[src/rtl/pipe_ctrl_if.sv]
`default_nettype none
// +----------------------------------------------------------------------------+
// | pipe_ctrl_if : hazard/stall request and control bundle for pipe_ctrl       |
// | Revision     : 1.0                                                         |
// +----------------------------------------------------------------------------+
interface pipe_ctrl_if #(
    parameter int MC_CNT_W = 6,
    parameter int PERF_W   = 32
);
    logic                stallreq_if;
    logic                id_reg1_read;
    logic [4:0]          id_reg1_addr;
    logic                id_reg2_read;
    logic [4:0]          id_reg2_addr;
    logic                ex_is_load;
    logic                ex_wreg;
    logic [4:0]          ex_wd;
    logic                ex_mc_start;
    logic [MC_CNT_W-1:0] ex_mc_cycles;
    logic                flush_req;
    logic [31:0]         flush_pc;
    logic                perf_clr;
    logic [5:0]          stall;
    logic                flush;
    logic [31:0]         new_pc;
    logic                mc_busy;
    logic [PERF_W-1:0]   stall_cycles;

    modport master (
        output stallreq_if, id_reg1_read, id_reg1_addr, id_reg2_read, id_reg2_addr,
        output ex_is_load, ex_wreg, ex_wd, ex_mc_start, ex_mc_cycles,
        output flush_req, flush_pc, perf_clr,
        input  stall, flush, new_pc, mc_busy, stall_cycles
    );

    modport slave (
        input  stallreq_if, id_reg1_read, id_reg1_addr, id_reg2_read, id_reg2_addr,
        input  ex_is_load, ex_wreg, ex_wd, ex_mc_start, ex_mc_cycles,
        input  flush_req, flush_pc, perf_clr,
        output stall, flush, new_pc, mc_busy, stall_cycles
    );
endinterface
`default_nettype wire

[src/rtl/pipe_ctrl.sv]
`default_nettype none
// +----------------------------------------------------------------------------+
// | pipe_ctrl : five-stage pipeline stall/flush control with multi-cycle EX    |
// |             sequencing and a saturating stall-cycle counter                |
// | Revision  : 1.0                                                            |
// +----------------------------------------------------------------------------+
module pipe_ctrl #(
    parameter int MC_CNT_W = 6,
    parameter int PERF_W   = 32
) (
    input  logic        clk,
    input  logic        rst,
    pipe_ctrl_if.slave  bus
);
    localparam logic [5:0]          C_STALL_NONE = 6'b000000;
    localparam logic [5:0]          C_STALL_MC   = 6'b001111;
    localparam logic [5:0]          C_STALL_LU   = 6'b000111;
    localparam logic [5:0]          C_STALL_IF   = 6'b000011;
    localparam logic [MC_CNT_W-1:0] C_MC_ONE     = {{(MC_CNT_W-1){1'b0}}, 1'b1};
    localparam logic [PERF_W-1:0]   C_PERF_ONE   = {{(PERF_W-1){1'b0}}, 1'b1};
    localparam logic [PERF_W-1:0]   C_PERF_MAX   = {PERF_W{1'b1}};

    typedef enum logic [0:0] {
        ST_RUN = 1'b0,
        ST_MC  = 1'b1
    } state_t;

    state_t              r_state;
    state_t              w_state_nxt;
    logic [MC_CNT_W-1:0] r_mc_cnt;
    logic [MC_CNT_W-1:0] w_mc_cnt_nxt;
    logic [PERF_W-1:0]   r_stall_cycles;
    logic [5:0]          w_stall;
    logic                w_flush;
    logic [31:0]         w_new_pc;
    logic                w_load_use;
    logic                w_mc_start;

    assign w_load_use = bus.ex_is_load && bus.ex_wreg && (bus.ex_wd != 5'd0) &&
                        ((bus.id_reg1_read && (bus.id_reg1_addr == bus.ex_wd)) ||
                         (bus.id_reg2_read && (bus.id_reg2_addr == bus.ex_wd)));

    // A zero-length request is treated as no request at all.
    assign w_mc_start = bus.ex_mc_start && (bus.ex_mc_cycles != '0);

    always_comb begin
        w_state_nxt  = r_state;
        w_mc_cnt_nxt = r_mc_cnt;
        w_stall      = C_STALL_NONE;
        w_flush      = 1'b0;
        w_new_pc     = 32'd0;
        if (!rst) begin
            w_state_nxt  = ST_RUN;
            w_mc_cnt_nxt = '0;
        end else if (bus.flush_req) begin
            w_flush      = 1'b1;
            w_new_pc     = bus.flush_pc;
            w_state_nxt  = ST_RUN;
            w_mc_cnt_nxt = '0;
        end else if (r_state == ST_MC) begin
            w_stall      = C_STALL_MC;
            w_mc_cnt_nxt = r_mc_cnt - C_MC_ONE;
            if (r_mc_cnt == C_MC_ONE) begin
                w_state_nxt = ST_RUN;
            end
        end else if (w_mc_start) begin
            // The start cycle itself is the first of the N stalled cycles.
            w_stall = C_STALL_MC;
            if (bus.ex_mc_cycles > C_MC_ONE) begin
                w_state_nxt  = ST_MC;
                w_mc_cnt_nxt = bus.ex_mc_cycles - C_MC_ONE;
            end
        end else if (w_load_use) begin
            w_stall = C_STALL_LU;
        end else if (bus.stallreq_if) begin
            w_stall = C_STALL_IF;
        end
    end

    always_ff @(posedge clk or negedge rst) begin
        if (!rst) begin
            r_state  <= ST_RUN;
            r_mc_cnt <= '0;
        end else begin
            r_state  <= w_state_nxt;
            r_mc_cnt <= w_mc_cnt_nxt;
        end
    end

    always_ff @(posedge clk or negedge rst) begin
        if (!rst) begin
            r_stall_cycles <= '0;
        end else if (bus.perf_clr) begin
            r_stall_cycles <= '0;
        end else if (w_stall[0] && (r_stall_cycles != C_PERF_MAX)) begin
            r_stall_cycles <= r_stall_cycles + C_PERF_ONE;
        end
    end

    assign bus.stall        = w_stall;
    assign bus.flush        = w_flush;
    assign bus.new_pc       = w_new_pc;
    assign bus.mc_busy      = (r_state == ST_MC);
    assign bus.stall_cycles = r_stall_cycles;
endmodule
`default_nettype wire

[src/flat_wrapper.sv]
// flat-port wrapper written by rule: the top's interface ports become plain ports
module pipe_ctrl_flat 
#(
    parameter int MC_CNT_W = 6,
    parameter int PERF_W   = 32
)
  (clk, rst, bus_stallreq_if, bus_id_reg1_read, bus_id_reg1_addr, bus_id_reg2_read, bus_id_reg2_addr, bus_ex_is_load, bus_ex_wreg, bus_ex_wd, bus_ex_mc_start, bus_ex_mc_cycles, bus_flush_req, bus_flush_pc, bus_perf_clr, bus_stall, bus_flush, bus_new_pc, bus_mc_busy, bus_stall_cycles);
  pipe_ctrl_if #(.MC_CNT_W(MC_CNT_W), .PERF_W(PERF_W)) bus_i ();
  input  logic clk;
  input  logic rst;
  input wire logic [$bits(bus_i.stallreq_if)-1:0] bus_stallreq_if;
  input wire logic [$bits(bus_i.id_reg1_read)-1:0] bus_id_reg1_read;
  input wire logic [$bits(bus_i.id_reg1_addr)-1:0] bus_id_reg1_addr;
  input wire logic [$bits(bus_i.id_reg2_read)-1:0] bus_id_reg2_read;
  input wire logic [$bits(bus_i.id_reg2_addr)-1:0] bus_id_reg2_addr;
  input wire logic [$bits(bus_i.ex_is_load)-1:0] bus_ex_is_load;
  input wire logic [$bits(bus_i.ex_wreg)-1:0] bus_ex_wreg;
  input wire logic [$bits(bus_i.ex_wd)-1:0] bus_ex_wd;
  input wire logic [$bits(bus_i.ex_mc_start)-1:0] bus_ex_mc_start;
  input wire logic [$bits(bus_i.ex_mc_cycles)-1:0] bus_ex_mc_cycles;
  input wire logic [$bits(bus_i.flush_req)-1:0] bus_flush_req;
  input wire logic [$bits(bus_i.flush_pc)-1:0] bus_flush_pc;
  input wire logic [$bits(bus_i.perf_clr)-1:0] bus_perf_clr;
  output wire logic [$bits(bus_i.stall)-1:0] bus_stall;
  output wire logic [$bits(bus_i.flush)-1:0] bus_flush;
  output wire logic [$bits(bus_i.new_pc)-1:0] bus_new_pc;
  output wire logic [$bits(bus_i.mc_busy)-1:0] bus_mc_busy;
  output wire logic [$bits(bus_i.stall_cycles)-1:0] bus_stall_cycles;
  assign bus_i.stallreq_if = bus_stallreq_if;
  assign bus_i.id_reg1_read = bus_id_reg1_read;
  assign bus_i.id_reg1_addr = bus_id_reg1_addr;
  assign bus_i.id_reg2_read = bus_id_reg2_read;
  assign bus_i.id_reg2_addr = bus_id_reg2_addr;
  assign bus_i.ex_is_load = bus_ex_is_load;
  assign bus_i.ex_wreg = bus_ex_wreg;
  assign bus_i.ex_wd = bus_ex_wd;
  assign bus_i.ex_mc_start = bus_ex_mc_start;
  assign bus_i.ex_mc_cycles = bus_ex_mc_cycles;
  assign bus_i.flush_req = bus_flush_req;
  assign bus_i.flush_pc = bus_flush_pc;
  assign bus_i.perf_clr = bus_perf_clr;
  assign bus_stall = bus_i.stall;
  assign bus_flush = bus_i.flush;
  assign bus_new_pc = bus_i.new_pc;
  assign bus_mc_busy = bus_i.mc_busy;
  assign bus_stall_cycles = bus_i.stall_cycles;
  pipe_ctrl #(.MC_CNT_W(MC_CNT_W), .PERF_W(PERF_W)) u_core (.clk(clk), .rst(rst), .bus(bus_i));
endmodule
[config.mk]
export PLATFORM = sky130hd
export DESIGN_NAME = pipe_ctrl_flat
export DESIGN_NICKNAME = d
export VERILOG_FILES = /design/src/rtl/pipe_ctrl_if.sv /design/src/rtl/pipe_ctrl.sv /design/src/flat_wrapper.sv
export SDC_FILE = /design/constraint.sdc
export NUM_CORES = 1
export LEC_CHECK = 0
export CORE_ASPECT_RATIO = 0.5
export CORE_MARGIN = 4
export CORE_UTILIZATION = 35
export CTS_BUF_LIST = sky130_fd_sc_hd__clkbuf_8
export CTS_CLUSTER_SIZE = 16
export DETAILED_ROUTE_END_ITERATION = 10
export GPL_TIMING_DRIVEN = 0
export HOLD_SLACK_MARGIN = 0.03
export PLACE_DENSITY_LB_ADDON = 0.12
export SLEW_MARGIN = 15
export SYNTH_ARGS = -nofsm -noshare
export SYNTH_HDL_FRONTEND = slang
export SYNTH_SLANG_ARGS = --single-unit
[constraint.sdc]
create_clock -name clk -period 6.3 [get_ports clk]
set_input_delay 0.63 -clock clk [delete_from_list [all_inputs] [get_ports clk]]
set_output_delay 0.63 -clock clk [all_outputs]
set_load 0.05 [all_outputs]
==> flow_summary.ini, run 1 <==
[synth]
ys_top_cells_by_area = dfrtp_1 (33%), and3_1 (9.0%), o31ai_1 (5.7%)
ys.flop_type = dfrtp_1
synth.avg_cell_area_um2 = 8.64
synth_edf_count = 0
netlist_area_um2 = 2920
ys_ff_latch = 39
yosysWarnings = 0
synth_top_area_cell = dfrtp_1
synth.distinct_cells = 54
yosysSeqAreaShare = 0.334
synth_top_area_share = 0.334
synth_cells = 338
synthArstFlopShare = 1.00

[power_and_ir_drop]
leakage_nw = 1.79
vdd_ir_drop_max_v = 0.0000692
power.density_nw_per_um2 = 136

[clock_tree]
post_cts_resized = 0
clockBufferDepth = 2
clockRootBuffer = clkbuf_8
cts_buffers = 5
post_cts_buffers = 0
hold_buffers = 0
cts_tree = built
clk_latency_ns = 0.30
clk_pin_slew_worst_paths_ns = 0.09
cts.sinks = 39
htreeDepth = 2

[finish]
fin_nets = 548
drive_gt1_frac = 0.0750
diodes = 0
nFillCells = 743
area_growth_syn_to_layout_pct = 53.6

[placement]
place.gp.congestion = 0.794
io_buffers = 132
post-place-ws_ns = 2.09
dp_hpwl_um = 6980

[drt]
final_antenna_net_count = 0
drc_errors = 0
wl_per_cell_um = 15.4
num_vias = 3157
drtIter0Drc = 233
drt_pre_antenna_iters = 4
drt-vias-per-instance = 5.33
wirelength_um = 9120

[floorplanning]
start_util = 0.362
die_width_um = 137
core.rowCount = 23
ioPinCount = 135
die_h_um = 72.6
core_um2 = 8060
die_area_um2 = 9960

[job]
drv_cap = 0

[sta]
tightest_slew_ns = 0.530
maxSlewHeadroom = 0.647
finalSetupViolations = 0
drv_slew = 0
fmax_ghz = 0.240
hold_viol_final = 0
fin_tns_setup_ns = 0
fin_ws_ns = 2.13
grt_setup_unrepaired = false
fin_crit_ns = 4.17
period_share = 0.662
skew_ns = 0.0143

[setup_path]
worstSetupStartpointType = input pin
cp_data_arrival_time_ns = 3.54
end_kind = output port
path_class = in -> out
critPathRequiredTime_ns = 5.67
critPathMaxFanout = 10

[global_route]
grt_pass1_wl_um = 15200
overflow = 0
antenna_found_initial = 0
grt_pass1_vias = 3035
grt_use_total = 0.184
grt_max_degree = 34

[run_status]
status = finished, final reports clean

[worst_hold_path]
hp-class = in -> async
[final cells by class]
cell class	instances	area (um2)	share of cell area
Multi-Input combinational cell	267	1780	0.397
Timing Repair Buffer	133	1340	0.298
Sequential cell	39	976	0.218
Tap cell	112	140	0.0312
Buffer	25	139	0.0310
Clock buffer	5	68.8	0.0153
Inverter	8	30.0	0.00669
Clock inverter	3	16.3	0.00363
[metal layers]
metal	GRT usage	vias to the layer above	share of wire
met5	0	-	0
met2	0.294	84	0.46
met4	0.0288	0	0.0034
met1	0.262	1495	0.48
li1	-	1576	-
met3	0.0406	2	0.062
[layout by cell type, fill, tap and decap left out, types with 2 or more instances in the layout]
| master | count |
|---|---|
| clkdlybuf4s50_1 | 131 |
| and3_1 | 42 |
| dfrtp_1 | 39 |
| a21oi_1 | 30 |
| nand2_1 | 23 |
| o31ai_1 | 22 |
| or4_1 | 22 |
| nand3_1 | 17 |
| nor2_1 | 16 |
| clkbuf_1 | 12 |
| xnor2_1 | 11 |
| inv_1 | 9 |
| o21ai_0 | 8 |
| nand4_1 | 7 |
| buf_2 | 7 |
| nor3_1 | 6 |
| ha_1 | 6 |
| clkbuf_8 | 5 |
| or3_1 | 4 |
| buf_4 | 4 |
| o41ai_1 | 4 |
| buf_6 | 3 |
| xor2_1 | 3 |
| a21oi_2 | 2 |
| a21o_1 | 2 |
| a31oi_1 | 2 |
| nor4_4 | 2 |
| nor2b_1 | 2 |
| nor4_1 | 2 |
| mux2_1 | 2 |
| o311ai_1 | 2 |
| or4b_1 | 2 |
| o22ai_1 | 2 |
| a22oi_1 | 2 |
| a211oi_1 | 2 |
| conb_1 | 2 |
[flip-flops by register name, summed over array words and instances, names as in the netlist]
signal / count
u_core.bus.mc_busy: 1
u_core.bus.stall_cycles: 32
u_core.r_mc_cnt: 6
[stage by stage]
| step | power, W | util | hold slack, ns | instance area (um2) | std cells |
|---|---|---|---|---|---|
| finish | 0.000611 | 0.557 | 0.223 | 4490 | 592 |
| global route | 0.000641 | 0.557 | 0.248 | 4490 | 592 |
| CTS | 0.000619 | 0.557 | 0.234 | 4490 | 592 |
| detailed placement | 0.000445 | 0.546 | 0.538 | 4400 | 584 |
| global placement | 0.000444 | 0.544 | 0.532 | 4390 | 583 |
| floorplan | 0.000359 | - | 0.334 | 2920 | 339 |
[kinds of logic (layout without fill, tap and decap cells)]
family / count (synthesis) / count (layout) / synth area share
compound gates: 86 / 86 / 0.203
flops: 39 / 39 / 0.334
fa+ha+maj: 6 / 6 / 0.0257
simple gates: 156 / 156 / 0.325
other cells: 1 / 2 / 0.00128
mux: 3 / 3 / 0.0111
buf+inv: 33 / 174 / 0.0578
xor+xnor: 14 / 14 / 0.0420
[cells in the mapped netlist (2+ instances only)]
library cell and count:
and3_1 42, nand2_1 23, nor2_1 16, a211oi_1 2, buf_2 6, nor2b_1 2, o311ai_1 2, nand3_1 17
nor4_4 2, o22ai_1 2, inv_1 8, mux2_1 2, a21oi_1 30, buf_6 3, or3_1 4, o21ai_0 8
clkbuf_1 12, dfrtp_1 39, a22oi_1 2, o31ai_1 22, ha_1 6, nor4_1 2, a31oi_1 2, or4b_1 2
nand4_1 7, xor2_1 3, o41ai_1 4, a21oi_2 2, buf_4 4, xnor2_1 11, or4_1 22, nor3_1 6
a21o_1 2
[worst paths after layout]
check                                                  from                     endpoint  slack (ns)  depth (start not counted)
worst max-delay path                    bus_ex_mc_cycles[2]                 bus_stall[1]        2.13                         10
worst min-delay path                                    rst  u_core.bus.stall_cycles[14]        0.22                          1
worst max register to register   u_core.bus.stall_cycles[0]   u_core.bus.stall_cycles[3]        3.78                          9
worst min register to register  u_core.bus.stall_cycles[31]  u_core.bus.stall_cycles[31]        0.55                          1
max in group asynchronous                               rst           u_core.r_mc_cnt[5]        5.57                          2
min in group clk                u_core.bus.stall_cycles[31]  u_core.bus.stall_cycles[31]        0.55                          1
[power breakdown]
part / switching, W / internal (W) / total [W] / leakage, nW
Clock: 0.0000951 / 0.0000760 / 0.000171 / 0.0453
Sequential: 0.00000364 / 0.000253 / 0.000257 / 0.542
Combinational: 0.000102 / 0.0000807 / 0.000183 / 1.21
Total: 0.000201 / 0.000410 / 0.000611 / 1.79
[critical path, stage by stage]
cell             delay (ns)
clkdlybuf4s50_1        0.49
nor3_2                 0.33
a311oi_4               0.17
a21oi_2                0.13
a21boi_4               0.31
buf_2                  0.27
buf_2                  0.27
inv_1                  0.11
buf_4                  0.14
clkdlybuf4s50_1        0.69
No activity file was read; power rests on OpenSTA's default activity.
==> run 2, diff against run 1 <==
==> constraint.sdc (replaced) <==
create_clock -name clk -period 3.73 [get_ports clk]
set_input_delay 0.373 -clock clk [delete_from_list [all_inputs] [get_ports clk]]
set_output_delay 0.373 -clock clk [all_outputs]
set_load 0.05 [all_outputs]
==> flow_summary.ini, run 2 (synthesized netlist as in run 1, its figures left out) <==
[run_status]
status = finished, final reports clean

[global_route]
grt_pass1_vias = 3041
met1_usage = 0.262
antenna_found_initial = 0
overflow = 0
grt_use_total = 0.184
met3_usage = 0.0406
grt.met2_usage = 0.294
busiest_layer = met2
grt_max_degree = 34
grt_pass1_wl_um = 15200

[clock_tree]
clk_pin_slew_worst_paths_ns = 0.09
clk_latency_ns = 0.30
clockBufferDepth = 2
cts.sinks = 39
post_cts_buffers = 0
cts_buffers = 5
htreeDepth = 2
cts_tree = built
clockRootBuffer = clkbuf_8

[job]
drv_cap = 0

[sta]
fmax_ghz = 0.282
finalSetupViolations = 0
maxSlewHeadroom = 0.595
period_share = 0.952
fin_ws_ns = 0.181
drv_slew = 0
hold_viol_final = 0
grt_setup_unrepaired = false
fin_crit_ns = 3.55
tightest_slew_ns = 0.606
skew_ns = 0.0134

[setup_path]
critPathRequiredTime_ns = 3.36
crit_path_max_incr_delay_ns = 0.71
worstSetupStartpointType = input pin
end_kind = output port
critPathMaxFanout = 10
cp_slowest_cell = clkdlybuf4s50_1
path_delay_family = buffers and inverters
path_buf_inv = 5
path_cells = clkdlybuf4s50_1 > nor3_2 > a311oi_4 > a21oi_2 > a21boi_4 > buf_2 > buf_2 > inv_1 > clkdlybuf4s50_1
cp_data_arrival_time_ns = 3.18
path_class = in -> out

[finish]
largest_reg_flops = 32
nFillCells = 745
layout.cells.non_filler = 593
diodes = 0
final_common_cell = clkdlybuf4s50_1
final_cell_mix = clkdlybuf4s50_1 (130), and3_1 (42), dfrtp_1 (39)
drive_gt1_frac = 0.0748
regArea_um2 = 976
area_growth_syn_to_layout_pct = 54.0
multi_input_area_um2 = 1780
fin_nets = 549

[drt]
wl_per_cell_um = 15.4
drtIter0Drc = 232
wirelength_um = 9150
final_antenna_net_count = 0
drc_errors = 0
num_vias = 3155
drt-vias-per-instance = 5.32
drt_pre_antenna_iters = 4

[worst_hold_path]
hp-class = in -> async

[placement]
dp.cells = 584
place.gp.congestion = 0.794
post-place-ws_ns = 0.0385
io_buffers = 132
dp_hpwl_um = 6980

[floorplanning]
die_area_um2 = 9960
ioPinCount = 135
core_um2 = 8060
die_h_um = 72.6
start_util = 0.362
core.rowCount = 23
die_width_um = 137

[power_and_ir_drop]
power.density_nw_per_um2 = 230
vdd_ir_drop_max_v = 0.000117
leakage_nw = 1.81
## run 2: cell count changes in the layout (fill, tap and decap cells not counted)
cell | before | now
dlygate4sd3_1 | 0 | 1
clkdlybuf4s50_1 | 131 | 130
dlymetal6s2s_1 | 0 | 1
## run 2: path summary, 6_finish.rpt
kind	start	depth (start not counted)	endpoint	slack (ns)
setup / recovery	bus_ex_mc_cycles[2]	9	bus_stall[0]	0.18
hold / removal	rst	2	u_core.bus.stall_cycles[12]	0.03
setup reg to reg	u_core.bus.stall_cycles[0]	9	u_core.bus.stall_cycles[3]	1.20
hold reg to reg	u_core.r_mc_cnt[4]	2	u_core.r_mc_cnt[4]	0.55
max in group asynchronous	rst	2	u_core.bus.stall_cycles[28]	2.68
min in group clk	u_core.r_mc_cnt[4]	2	u_core.r_mc_cnt[4]	0.55
## run 2: cell type report
cell class | instances | share of cell area
flip-flops and latches | 39 | 0.217
clock inverters | 3 | 0.00362
inverters | 8 | 0.00668
repair buffers | 134 | 0.300
plain buffers | 25 | 0.0309
well taps | 112 | 0.0312
clock buffers | 5 | 0.0153
multi-input cells | 267 | 0.396
## run 2: routing by layer
layer	vias to the layer above	wire, um
met5	-	0
met4	0	31
met3	2	526
met2	77	4240
met1	1498	4350
li1	1578	-
## run 2: worst reg2reg max path, cell delays in order (launching register included)
cell and delay (ns):
dfrtp_1 0.44, ha_1 0.26, nand3_1 0.16, nor4_4 0.46
nand2_2 0.15, nor3_4 0.31, buf_6 0.20, buf_2 0.24
o31ai_1 0.11, a21oi_1 0.13
## run 2: metrics by stage
step                      hold WS, ns  TNS, ns  instance area, um2   util  total power [W]
final                          0.0278        0                4500  0.558          0.00103
after global routing           0.0418        0                4500  0.558          0.00108
after CTS                      0.0344        0                4500  0.558          0.00105
after detailed placement        0.304        0                4400  0.546         0.000752
after global placement          0.532   -36.27                4390  0.544         0.000750
after floorplan                0.0774        0                2920      -         0.000607
## run 2: timing repair
action,in CTS,in global routing
hold buffers,1,0
setup endpoints to repair,0,1
gates resized for setup,0,1
hold endpoints to repair,14,0
## run 2: report_power, final
part,internal [W],leakage [nW],switching (W)
sequential,0.000427,0.542,0.00000623
clock,0.000128,0.0453,0.000161
combinational,0.000137,1.22,0.000173
==> run 3, diff against run 2 <==
--- a/config.mk
+++ b/config.mk
@@ -6,7 +6,6 @@
 export NUM_CORES = 1
 export LEC_CHECK = 0
 export CORE_ASPECT_RATIO = 0.5
-export CORE_MARGIN = 4
 export CORE_UTILIZATION = 35
 export CTS_BUF_LIST = sky130_fd_sc_hd__clkbuf_8
 export CTS_CLUSTER_SIZE = 16
==> flow_summary.ini, run 3 (synthesized netlist as in run 1, its figures left out) <==
[run_status]
status = complete, but fails checks
violations = design-rule violations

[finish]
final_cell_mix = clkdlybuf4s50_1 (130), and3_1 (42), dfrtp_1 (39)
area_growth_syn_to_layout_pct = 54.4
largest_reg_flops = 32
drive_gt1_frac = 0.0747
layout.cells.non_filler = 594
diodes = 0
final_util = 0.559
fin_nets = 550
final_common_cell = clkdlybuf4s50_1

[drt]
drt_pre_antenna_iters = 8
drt-met1-wl_um = 4670
num_vias = 3220
drc_errors = 2
drt-vias-per-instance = 5.42
wl_per_cell_um = 15.2
wl_met2_um = 3870
met3_length_um = 425
final_antenna_net_count = 0
highest_layer = met4
wirelength_um = 9050
drtIter0Drc = 210

[floorplanning]
ioPinCount = 135
die_h_um = 66.6
die_area_um2 = 8740
core_um2 = 8060
core.rowCount = 23
die_width_um = 131
start_util = 0.362

[clock_tree]
clockBufferDepth = 2
cts.sinks = 39
cts_tree = built
clk_pin_slew_worst_paths_ns = 0.09
htreeDepth = 2
clk_latency_ns = 0.29
cts_buffers = 5
clockRootBuffer = clkbuf_8

[placement]
dp_hpwl_um = 6870
post-place-ws_ns = 0.0418
dp.cells = 584
place.gp.congestion = 0.832
io_buffers = 132

[sta]
whs_ns = 0.0258
grt_setup_unrepaired = false
skew_ns = 0.0122
maxSlewHeadroom = 0.501
fin_tns_setup_ns = 0
hold_viol_final = 0
period_share = 0.953
tightest_slew_ns = 0.746
fmax_ghz = 0.281
finalSetupViolations = 0
drv_slew = 0
fin_ws_ns = 0.176
fin_crit_ns = 3.55

[setup_path]
path_class = in -> out
critPathMaxFanout = 10
cp_data_arrival_time_ns = 3.18
crit-reg2reg-launch = u_core.bus.stall_cycles[0]
crit_path_max_incr_delay_ns = 0.72
critPathRequiredTime_ns = 3.36
r2r_slack_ns = 1.22
end_kind = output port
crit_path_end = bus_stall[0]
path_buf_inv = 5
cp_slowest_cell = clkdlybuf4s50_1
rr_endpoint = u_core.bus.stall_cycles[3]
path_delay_family = buffers and inverters
crit_cells = 9
r2r_cells = 9
worstSetupStartpointType = input pin
path_cells = clkdlybuf4s50_1 > and2b_2 > nand3_1 > a21oi_2 > a21boi_4 > buf_2 > buf_2 > inv_1 > clkdlybuf4s50_1
crit_start = bus_flush_req

[global_route]
grt_max_degree = 31
grt_use_total = 0.207
grt_pass1_vias = 2873
antenna_found_initial = 0
grt_pass1_wl_um = 14500
overflow = 0

[worst_hold_path]
hp-class = in -> async

[power_and_ir_drop]
vdd_ir_drop_max_v = 0.000120
power.density_nw_per_um2 = 228
leakage_nw = 1.81

[job]
drv_cap = 0
[run 3: changes by cell type in the layout (fill, tap and decap cells not counted), sizes merged]
cell	delta
dlygate4sd3	+1
[run 3: timing repair]
action	4_1_cts	5_1_grt
hold buffers	2	0
endpoints found under the hold margin	16	0
buffers inserted	0	0
endpoints found under the setup margin	0	1
gates resized for setup	0	1
[run 3: how the worst min path moves through the flow]
stage / start / endpoint / slack (ns) / cells past startpoint
after detailed placement: rst / u_core.bus.stall_cycles[14] / 0.34 / 1
after CTS: rst / u_core.bus.stall_cycles[12] / 0.03 / 2
after floorplan: rst / u_core.bus.mc_busy / 0.08 / 0
after global routing: rst / u_core.bus.stall_cycles[12] / 0.04 / 2
final: rst / u_core.bus.stall_cycles[12] / 0.03 / 2
after global placement: u_core.r_mc_cnt[4] / u_core.r_mc_cnt[4] / 0.54 / 2
[run 3: metrics by stage]
step                cell area, um2  total power (W)
global route                  4510          0.00108
finish                        4510          0.00103
floorplan                     2920         0.000607
detailed placement            4400         0.000753
global placement              4390         0.000750
CTS                           4510          0.00104
[run 3: layer usage]
metal  up-vias  global-route usage
met3        11              0.0297
met1      1525               0.304
met2       112               0.319
met4         0              0.0426
li1       1572                   -
met5         -                   0
[run 3: cell type report]
type                            count  area, um2
Buffer                             25        139
Clock inverter                      3       16.3
Clock buffer                        5       68.8
Multi-Input combinational cell    267       1780
Timing Repair Buffer              135       1360
Fill cell                         747       3550
Tap cell                          112        140
Sequential cell                    39        976
Inverter                            8       30.0
[run 3: report_power, final]
group	leakage (nW)	internal (W)	total (W)	switching (W)
Sequential	0.542	0.000428	0.000433	0.00000596
Combinational	1.23	0.000138	0.000313	0.000175
Clock	0.0453	0.000128	0.000284	0.000156
